===== config.mk =====
export PLATFORM = sky130hd
export DESIGN_NAME = mux3_bus_arbiter
export DESIGN_NICKNAME = d
export VERILOG_FILES = /design/src/rtl/mux3_arb_pkg.sv /design/src/rtl/rr_pick3.sv /design/src/rtl/mux3_bus_arbiter.sv
export SDC_FILE = /design/constraint.sdc
export NUM_CORES = 1
export LEC_CHECK = 0
export BUFFER_PORTS_ARGS = -buffer_cell sky130_fd_sc_hd__buf_4
export CORE_MARGIN = 4
export CORE_UTILIZATION = 46
export CTS_CLUSTER_DIAMETER = 50
export DETAILED_ROUTE_END_ITERATION = 8
export GPL_TIMING_DRIVEN = 0
export PLACE_DENSITY = 0.8
export SLEW_MARGIN = 20
export SYNTH_ARGS = -nofsm -noshare
export SYNTH_HDL_FRONTEND = slang
export SYNTH_HIERARCHICAL = 1
export SYNTH_SLANG_ARGS = --single-unit

===== constraint.sdc =====
create_clock -name clk -period 2.3 [get_ports clk]
set_clock_uncertainty 0.2 [all_clocks]
set_input_delay 0.46 -clock clk [delete_from_list [all_inputs] [get_ports clk]]
set_output_delay 0.46 -clock clk [all_outputs]
set_load 0.1 [all_outputs]

===== src/rtl/mux3_arb_pkg.sv =====
`default_nettype none
// ------------------------------------------------------------------
// mux3_arb_pkg: shared types and helpers for the 3-source bus arbiter
// Rev 1.0
// ------------------------------------------------------------------
package mux3_arb_pkg;

  typedef enum logic [0:0] {
    ST_IDLE  = 1'b0,
    ST_GRANT = 1'b1
  } state_t;

  localparam logic [1:0] SEL_A = 2'd0;
  localparam logic [1:0] SEL_B = 2'd1;
  localparam logic [1:0] SEL_C = 2'd2;

  // Next source in the fixed A -> B -> C -> A rotation
  function automatic logic [1:0] rr_next(input logic [1:0] idx);
    return (idx >= SEL_C) ? SEL_A : idx + 2'd1;
  endfunction

  function automatic logic [2:0] onehot3(input logic [1:0] idx);
    logic [2:0] v;
    v = 3'b000;
    case (idx)
      SEL_A:   v = 3'b001;
      SEL_B:   v = 3'b010;
      SEL_C:   v = 3'b100;
      default: v = 3'b000;
    endcase
    return v;
  endfunction

endpackage
`default_nettype wire


===== src/rtl/rr_pick3.sv =====
`default_nettype none
// ------------------------------------------------------------------
// rr_pick3: picks the first requester after 'last' in round-robin order
// Rev 1.0
// ------------------------------------------------------------------
module rr_pick3
  import mux3_arb_pkg::*;
(
  input  logic [2:0] req,
  input  logic [1:0] last,
  output logic [1:0] pick,
  output logic       any
);

  logic [1:0] cand1;
  logic [1:0] cand2;
  logic [1:0] cand3;

  assign cand1 = rr_next(last);
  assign cand2 = rr_next(cand1);
  assign cand3 = rr_next(cand2);
  assign any   = |req;

  always_comb begin
    pick = SEL_A;
    if (req[cand1])
      pick = cand1;
    else if (req[cand2])
      pick = cand2;
    else if (req[cand3])
      pick = cand3;
  end

endmodule
`default_nettype wire


===== src/rtl/mux3_bus_arbiter.sv =====
`default_nettype none
// ------------------------------------------------------------------
// mux3_bus_arbiter: round-robin sequencer for the 3-input bus mux with
// a 1-entry valid/ready output register. Rev 1.0
// ------------------------------------------------------------------
module mux3_bus_arbiter
  import mux3_arb_pkg::*;
#(
  parameter int DATA_W    = 16,
  parameter int BURST_MAX = 4,
  parameter int CNT_W     = 4
) (
  input  logic              clk,
  input  logic              rst_n,
  input  logic [2:0]        req,
  input  logic [DATA_W-1:0] a_data,
  input  logic [DATA_W-1:0] b_data,
  input  logic [DATA_W-1:0] c_data,
  output logic [2:0]        gnt,
  output logic [2:0]        ack,
  output logic [1:0]        sel,
  output logic [DATA_W-1:0] out_data,
  output logic              out_valid,
  input  logic              out_ready,
  output logic              busy
);

  state_t             state;
  state_t             state_nxt;
  logic [1:0]         last;
  logic [CNT_W-1:0]   beat;
  logic [1:0]         pick;
  logic               any;
  logic [DATA_W-1:0]  mux_data;
  logic               space;
  logic               cur_req;
  logic               accept;
  logic               last_beat;
  logic               grant_end;

  rr_pick3 u_pick (
    .req  (req),
    .last (last),
    .pick (pick),
    .any  (any)
  );

  always_comb begin
    mux_data = a_data;
    case (sel)
      SEL_B:   mux_data = b_data;
      SEL_C:   mux_data = c_data;
      default: mux_data = a_data;
    endcase
  end

  // gnt is one-hot on the granted source, so masking req by it gives req[sel]
  assign cur_req   = |(req & gnt);
  assign space     = !out_valid || out_ready;
  assign accept    = (state == ST_GRANT) && cur_req && space;
  assign last_beat = (beat == CNT_W'(BURST_MAX - 1));
  assign grant_end = (state == ST_GRANT) && (!cur_req || (accept && last_beat));
  assign ack       = gnt & {3{accept}};
  assign busy      = (state == ST_GRANT);

  always_comb begin
    state_nxt = state;
    case (state)
      ST_IDLE:  if (any)       state_nxt = ST_GRANT;
      ST_GRANT: if (grant_end) state_nxt = ST_IDLE;
      default:                 state_nxt = ST_IDLE;
    endcase
  end

  always_ff @(posedge clk or negedge rst_n) begin
    if (!rst_n)
      state <= ST_IDLE;
    else
      state <= state_nxt;
  end

  always_ff @(posedge clk or negedge rst_n) begin
    if (!rst_n) begin
      gnt  <= 3'b000;
      sel  <= SEL_A;
      beat <= '0;
      last <= SEL_C;
    end else if (state == ST_IDLE) begin
      if (any) begin
        gnt  <= onehot3(pick);
        sel  <= pick;
        beat <= '0;
      end
    end else begin
      if (accept)
        beat <= beat + 1'b1;
      if (grant_end) begin
        gnt  <= 3'b000;
        sel  <= SEL_A;
        last <= sel;
      end
    end
  end

  // A capture in the same cycle as a drain keeps the register full
  always_ff @(posedge clk or negedge rst_n) begin
    if (!rst_n) begin
      out_data  <= '0;
      out_valid <= 1'b0;
    end else if (accept) begin
      out_data  <= mux_data;
      out_valid <= 1'b1;
    end else if (out_ready) begin
      out_valid <= 1'b0;
    end
  end

endmodule
`default_nettype wire

==> flow_summary.toml, run 1 <==
[status]
status = "finished with violations"
violations = "setup timing"

[floorplanning]
die_width_um = 67.6
die_y_um = 67.6
core_area_um2 = 3390
start_util = 0.482
rows = 21
fp.dieArea_um2 = 4570
ioPinCount = 80

[worst_setup_path]
worstPathMaxFanout = 4
crit_path_end_kind = "output port"
path_class = "register to output port"
timing.rr.end = "out_data[7]"
r2r-start = "gnt[0]"
reg2reg_slack_ps = 160
ff2ff_path_depth = 7
start_kind = "register"
cp_data_arrival_time_ps = 1700
cp_data_required_time_ps = 1640

[timing]
hold_viol = 0
fmax_ghz = 0.424
min_period_over_period = 1.02
slew_headroom = 0.684
rsz0062_at_grt = "true"
setup_tns_ps = -159
timing.final.ws_setup_ps = -57.3
final_max_slew_viol_count = 0
worstMarginPinSlew_ps = 474
setup_viol = 3
fin_crit_ps = 2360

[synthesis]
synth_edf_count = 0
syn_inst = 167
ys_types = 34
avgSynthCellArea_um2 = 9.78
yosysSeqAreaShare = 0.445
synth_area_um2 = 1630
synth_area_leaders = "dfrtp_1, a22oi_1, mux2_1, nand2_1, o21ai_0"
syn_nets = 224
synth_top_area_share = 0.429
yosys-top-cells-count = "dfrtp_1, nand2_1, o21ai_0"
synth_area_leader_cell = "dfrtp_1"
yosysWarnings = 6
synthFlopType = "dfrtp_1"
ys_ff_latch = 29
yosysMostFrequentCell = "dfrtp_1"
synth_async_sr_flop_share = 1.00

[clock_network]
cts.clk_slew.worst_paths_ps = 90
cts_tree = "yes"
htree_num_levels = 2
clkLatencyLatePin_ps = 330
clk_path_buf_depth = 2
cts_made_buffers = 5
clock_sinks = 29
cts_root_buf = "clkbuf_4"

[pwr]
p_leak_nw = 1.18
vdd_ir_drop_max_v = 0.00104
p_sw_w = 0.00241
intPower_w = 0.00168
pwr-share-seq = 0.219
power.share.switching = 0.590
clock_power_share = 0.072
totalPowerFinal_w = 0.00409
powerDensity_nw_per_um2 = 1650
pwr-share-comb = 0.709

[worst_hold_path]
hold_path_end = "out_data[10]"
holdCritStartpoint = "a_data[10]"
hold_path.class = "input port to register"
min_path_cells = 4

[grt]
grt_busiest_layer = "met2"
overflow = 0
met1_usage = 0.252
grt_use_met2 = 0.360
grt_pass1_wl_um = 7130
met3_usage = 0.0399
grt_max_degree = 30
antenna_found_initial = 0
grt_use_total = 0.212
grt_pass1_vias = 1529

[detailed_routing]
ant_nets = 0
wl_um = 4730
drtIter0Drc = 87
routed_via_density = 5.29
drc = 0
vias = 1618
routedWlPerCell_um = 15.4
firstDrtPassIters = 4

[cells_and_area]
areaGrowthSynthToFinish_pct = 51.6
fin_nets = 316
regArea_um2 = 741
nFillCells = 248
drive_gt1_frac = 0.458
fin_util = 0.731
multi_input_area_um2 = 880
diodes = 0

[placement]
hpwl_um = 3550
port_buffers = 79
gp_congestion = 0.789

[job]
maxCapViolCount = 0
## repair_timing
item                                    in CTS  in global routing
buffers inserted                             5                  1
gates resized for setup                     11                  1
pin swaps                                    5                  1
hold endpoints to repair                    28                  0
hold buffers                                 1                  0
endpoints found under the setup margin      13                  4
## cell type report
class | count | share of cell area
Sequential cell | 29 | 0.299
Clock buffer | 8 | 0.0197
Inverter | 5 | 0.00758
Timing Repair Buffer | 86 | 0.277
Tap cell | 46 | 0.0232
Buffer | 10 | 0.0187
Multi-Input combinational cell | 122 | 0.355
## cell usage in the layout (no fill, tap or decap), drive strengths merged, types with 2 or more instances in the layout
| master | count |
|---|---|
| mux2 | 18 |
| a21oi | 4 |
| xnor2 | 3 |
| dfrtp | 28 |
| a22oi | 16 |
| nor3 | 2 |
| o21ai | 18 |
| inv | 4 |
| nand2 | 26 |
| nor3b | 3 |
| clkbuf | 16 |
| ha | 3 |
| nor2 | 3 |
| mux2i | 3 |
| buf | 87 |
| nor2b | 3 |
| o22ai | 7 |
| and3 | 3 |
## cells by family (layout without fill, tap and decap cells)
group           count (synthesis)  after routing  share of synthesized area
buf+inv                        16            109                     0.0413
mux                            21             21                      0.142
flops                          29             29                      0.445
fa+ha+maj                       3              3                     0.0230
compound gates                 51             51                      0.204
xor+xnor                        3              3                     0.0161
simple gates                   44             44                      0.128
## worst max-delay path, stage by stage (launching register included)
cell and delay [ps]:
dfrtp_4 480, a222oi_1 300, buf_4 190, nor2_4 50, and3_4 190, buf_12 160
## per-stage QoR
stage	cell area (um^2)	hold slack, ps	std cells	worst slack [ps]
floorplan	1680	-35.6	167	-52.8
global placement	2330	206	292	-251
detailed placement	2330	206	292	-267
CTS	2470	241	306	-89.6
global route	2480	263	306	-107
finish	2480	248	306	-57.3
## power groups by stage
stage               registers, W  clock network (W)  logic [W]
floorplan                0.00220                  0   0.000863
global placement        0.000880                  0    0.00278
detailed placement      0.000894                  0    0.00281
CTS                     0.000874           0.000304    0.00291
global route            0.000923           0.000324    0.00306
finish                  0.000896           0.000296    0.00290
## sequential cells by signal, indices dropped and copies added (netlist names)
signal and cells:
beat 4, busy 1, gnt 3, last 2, out_data 16, out_valid 1
sel 2
## worst max path at each step
stage	startpoint	endpoint	slack, ps	cells after the start
2_1_floorplan	gnt[0]	ack[0]	-50	3
3_3_place_gp	req[0]	ack[2]	-250	5
3_5_place_dp	req[0]	out_data[7]	-270	6
4_1_cts	gnt[0]	ack[1]	-90	5
5_1_grt	gnt[0]	ack[1]	-110	5
6_report	gnt[0]	ack[1]	-60	5
## metal layers
layer,wire length (um),part of all wire,vias to the layer above
li1,-,-,786
met4,113,0.024,0
met2,2430,0.51,53
met1,1890,0.40,767
met5,0,0,-
met3,287,0.061,12
(Power assumes the default switching activity.)
==> inputs of run 2 (changes only) <==
--- a/config.mk
+++ b/config.mk
@@ -6,6 +6,7 @@
 export NUM_CORES = 1
 export LEC_CHECK = 0
 export BUFFER_PORTS_ARGS = -buffer_cell sky130_fd_sc_hd__buf_4
+export CORE_ASPECT_RATIO = 1.1
 export CORE_MARGIN = 4
 export CORE_UTILIZATION = 46
 export CTS_CLUSTER_DIAMETER = 50
==> run 2 against run 1 <==
Effect of this change: critical endpoint is now ack[0]; global-route usage up 1.2 points; first-iteration DRC count is 29% higher; the run still ends with setup timing left; flip-flop and latch count is the same; maximum frequency decreased by 1.4%; worst hold slack got worse by 20 ps.
==> flow_summary.toml, run 2 (same netlist as run 1, synthesis figures left out) <==
[status]
status = "finished with violations"
violations = "setup timing"

[placement]
place_area_um2 = 2330
hpwl_um = 3500
dp_slack_ps = -283
gp_congestion = 0.839
port_buffers = 79

[worst_setup_path]
crit_start = "gnt[0]"
timing.rr.end = "out_data[8]"
start_kind = "register"
reg2reg_slack_ps = 120
cp_data_arrival_time_ps = 1730
endpoint = "ack[0]"
crit_path_end_kind = "output port"
cp_data_required_time_ps = 1640
worstPathMaxFanout = 4
ff2ff_path_depth = 7
r2r-start = "gnt[0]"
path_class = "register to output port"

[detailed_routing]
drtIter0Drc = 112
drc = 0
ant_nets = 0
routedWlPerCell_um = 15.2
vias = 1650
firstDrtPassIters = 4
wl_um = 4670
routed_via_density = 5.36

[floorplanning]
die_y_um = 70.5
fp.dieArea_um2 = 4570
core_area_um2 = 3390
start_util = 0.483
die_width_um = 64.8
rows = 22
ioPinCount = 80

[cells_and_area]
diodes = 0
regMostFlops = "out_data"
drive_gt1_frac = 0.473
fin_nets = 316
fin_area_um2 = 2530
largestRegisters = "out_data (16), beat (4), gnt (3)"
largest_reg_flops = 16
final_common_cell = "buf_4"
mostFrequentLayoutCells = "buf_4, nand2_1, dfrtp_1"
areaGrowthSynthToFinish_pct = 55.0
nFillCells = 271

[worst_hold_path]
hold_path.class = "input port to register"

[grt]
grt_pass1_wl_um = 7810
grt_use_total = 0.224
grt_pass1_vias = 1694
antenna_found_initial = 0
grt_max_degree = 30
overflow = 0

[timing]
fin_crit_ps = 2390
min_period_over_period = 1.04
fmax_ghz = 0.418
timing.final.ws_setup_ps = -90.2
hold_viol = 0
whs_ps = 228
worstMarginPinSlew_ps = 479
slew_headroom = 0.681
final_max_slew_viol_count = 0
rsz0062_at_grt = "true"
setup_viol = 3

[job]
maxCapViolCount = 0

[clock_network]
clk_path_buf_depth = 2
cts_made_buffers = 5
htree_num_levels = 2
cts_tree = "yes"
cts_root_buf = "clkbuf_4"
clkLatencyLatePin_ps = 330
cts.clk_slew.worst_paths_ps = 100
clock_sinks = 29
[run 2: timing repair]
item | CTS | global route
setup endpoints to repair | 17 | 10
hold buffers | 1 | 0
resized for setup | 11 | 5
setup buffers | 5 | 0
pin swaps | 5 | 1
hold endpoints to repair | 28 | 0
[run 2: worst min-delay path by stage]
stage,from,end,cells after the start
floorplan,rst_n,beat[0],0
finish,out_ready,out_valid,3
detailed placement,rst_n,gnt[0],1
CTS,out_ready,out_valid,3
global placement,rst_n,gnt[1],1
global route,out_ready,out_valid,3
[run 2: cell type report]
class                           instances  area, um^2  share of cell area
Sequential cell                        29         741               0.292
Clock buffer                            5        37.5              0.0148
Inverter                                5        18.8             0.00741
Buffer                                 11        52.6              0.0208
Clock inverter                          3        65.1              0.0257
Tap cell                               48        60.1              0.0237
Multi-Input combinational cell        122         880               0.347
Timing Repair Buffer                   85         678               0.268
[run 2: worst max-delay path, stage by stage (launching register included)]
cell and delay [ps]:
dfrtp_4 490, a222oi_1 320, buf_4 200, nor2_4 50
and3_4 180, buf_12 160
[run 2: layer usage]
metal  GRT usage  wire length, um  vias to the layer above
li1            -                -                      796
met1       0.252             1820                      770
met2       0.382             2360                       77
met3      0.0804              397                        7
met4      0.0892               90                        0
met5           0                0                        -
[run 2: per-stage QoR]
step	TNS (ps)	instances	util
after floorplan	-594	167	-
after global placement	-4160	294	0.688
after detailed placement	-3860	294	0.688
after CTS	-263	308	0.746
after global routing	-500	308	0.748
final	-266	308	0.748
Power of run 2 is left out: the tool's default activity adds up to more than one toggle a clock period on the data nets, which glitch-free logic cannot reach.
==> inputs of run 3 (changes only) <==
--- a/config.mk
+++ b/config.mk
@@ -12,7 +12,7 @@
 export CTS_CLUSTER_DIAMETER = 50
 export DETAILED_ROUTE_END_ITERATION = 8
 export GPL_TIMING_DRIVEN = 0
-export PLACE_DENSITY = 0.8
+export PLACE_DENSITY = 0.83
 export SLEW_MARGIN = 20
 export SYNTH_ARGS = -nofsm -noshare
 export SYNTH_HDL_FRONTEND = slang
==> run 3 against run 2 <==
Effect of this change: the run still ends with setup timing left; first-iteration DRC count down 44%; clock-buffer cell count up 1; via count down 0.91%; worst setup slack improved by 2.0 ps; utilization shrank 1.5 points; maximum frequency is essentially flat; critical path depth unchanged; sequential share of layout area is 0.60 points higher; wire length increased by 2.8%; die area unchanged; non-clock buffer count did not move.
==> flow_summary.toml, run 3 (same netlist as run 1, synthesis figures left out) <==
[timing]
rsz0062_at_grt = "true"
final_max_slew_viol_count = 0
fmax_ghz = 0.419
fin_crit_ps = 2390
setup_viol = 3
worstMarginPinSlew_ps = 505
timing.final.ws_setup_ps = -88.2
whs_ps = 248
setup_tns_ps = -260
min_period_over_period = 1.04
hold_viol = 0
slew_headroom = 0.664

[clock_network]
cts_made_buffers = 5
cts.clk_slew.worst_paths_ps = 100
htree_num_levels = 2
clkLatencyLatePin_ps = 330
cts_tree = "yes"
cts_root_buf = "clkbuf_4"
clk_path_buf_depth = 2
clock_sinks = 29

[placement]
gp_congestion = 0.892
dp_cells = 294
port_buffers = 79
hpwl_um = 3540

[grt]
grt_use_total = 0.213
antenna_found_initial = 0
overflow = 0
grt_max_degree = 30
grt_pass1_wl_um = 7730
grt_pass1_vias = 1687

[worst_setup_path]
reg2reg_slack_ps = 120
path_class = "register to output port"
crit_path_end_kind = "output port"
r2r-start = "gnt[0]"
cp_data_required_time_ps = 1640
worstPathMaxFanout = 4
start_kind = "register"
crit_start = "gnt[0]"
cp_data_arrival_time_ps = 1730
ff2ff_path_depth = 7

[cells_and_area]
drive_gt1_frac = 0.469
largest_reg_flops = 16
areaGrowthSynthToFinish_pct = 51.8
multi_input_area_um2 = 880
nFillCells = 264
mostFrequentLayoutCells = "buf_4, nand2_1, dfrtp_1"
fin_nets = 316
final_common_cell = "buf_4"
largestRegisters = "out_data (16), beat (4), gnt (3)"
regArea_um2 = 741
final_cells = 308
diodes = 0
regMostFlops = "out_data"

[job]
maxCapViolCount = 0

[floorplanning]
die_width_um = 64.8
start_util = 0.483
rows = 22
ioPinCount = 80
fp.dieArea_um2 = 4570
die_y_um = 70.5
core_area_um2 = 3390

[status]
status = "finished with violations"
violations = "setup timing"

[detailed_routing]
ant_nets = 0
vias = 1635
wl_um = 4800
drtIter0Drc = 63
drc = 0
routedWlPerCell_um = 15.6
firstDrtPassIters = 4
routed_via_density = 5.31

[worst_hold_path]
hold_path.class = "input port to register"
min_path_cells = 4
holdCritStartpoint = "a_data[5]"
[run 3: cell types whose count changed in the layout (fill, tap and decap cells not counted)]
cell	before	now
clkinv_2	1	2
clkbuf_1	6	7
bufinv_16	2	0
[run 3: metrics by stage]
step | worst slack [ps] | util | cell area, um^2
final | -88.2 | 0.733 | 2480
after global routing | -174 | 0.733 | 2480
after detailed placement | -271 | 0.688 | 2330
after floorplan | -52.8 | - | 1680
after global placement | -251 | 0.688 | 2330
after CTS | -78.5 | 0.731 | 2470
[run 3: cell type report]
class                           count  share of cell area
Timing Repair Buffer               85               0.273
Tap cell                           48              0.0242
Multi-Input combinational cell    122               0.355
Clock inverter                      2             0.00403
Sequential cell                    29               0.299
Buffer                             11              0.0212
Clock buffer                        6              0.0166
Inverter                            5             0.00756
[run 3: path summary, 6_finish.rpt]
kind | end
worst max-delay path | ack[1]
worst min-delay path | out_data[5]
worst max register to register | out_data[10]
worst min register to register | out_data[8]
max in group asynchronous | last[1]
min in group asynchronous | gnt[1]
[run 3: per-layer routing]
layer | vias to the layer above | track usage | share of wire
met5 | - | 0 | 0
met4 | 0 | 0.0681 | 0.016
met3 | 10 | 0.0531 | 0.052
met2 | 49 | 0.350 | 0.51
met1 | 790 | 0.275 | 0.42
li1 | 786 | - | -
[run 3: what timing repair did]
item | in CTS | in global routing
hold buffers | 1 | 0
resized for setup | 11 | 5
hold endpoints to repair | 28 | 0
pin swaps | 5 | 1
setup endpoints to repair | 13 | 9
setup buffers | 5 | 0
[run 3: critical path, cell delays in order, from the launching register on]
cell,delay [ps]
dfrtp_4,480
a222oi_1,330
buf_4,190
nor2_4,50
and3_4,180
buf_12,160
Power of run 3 is left out for the same reason.
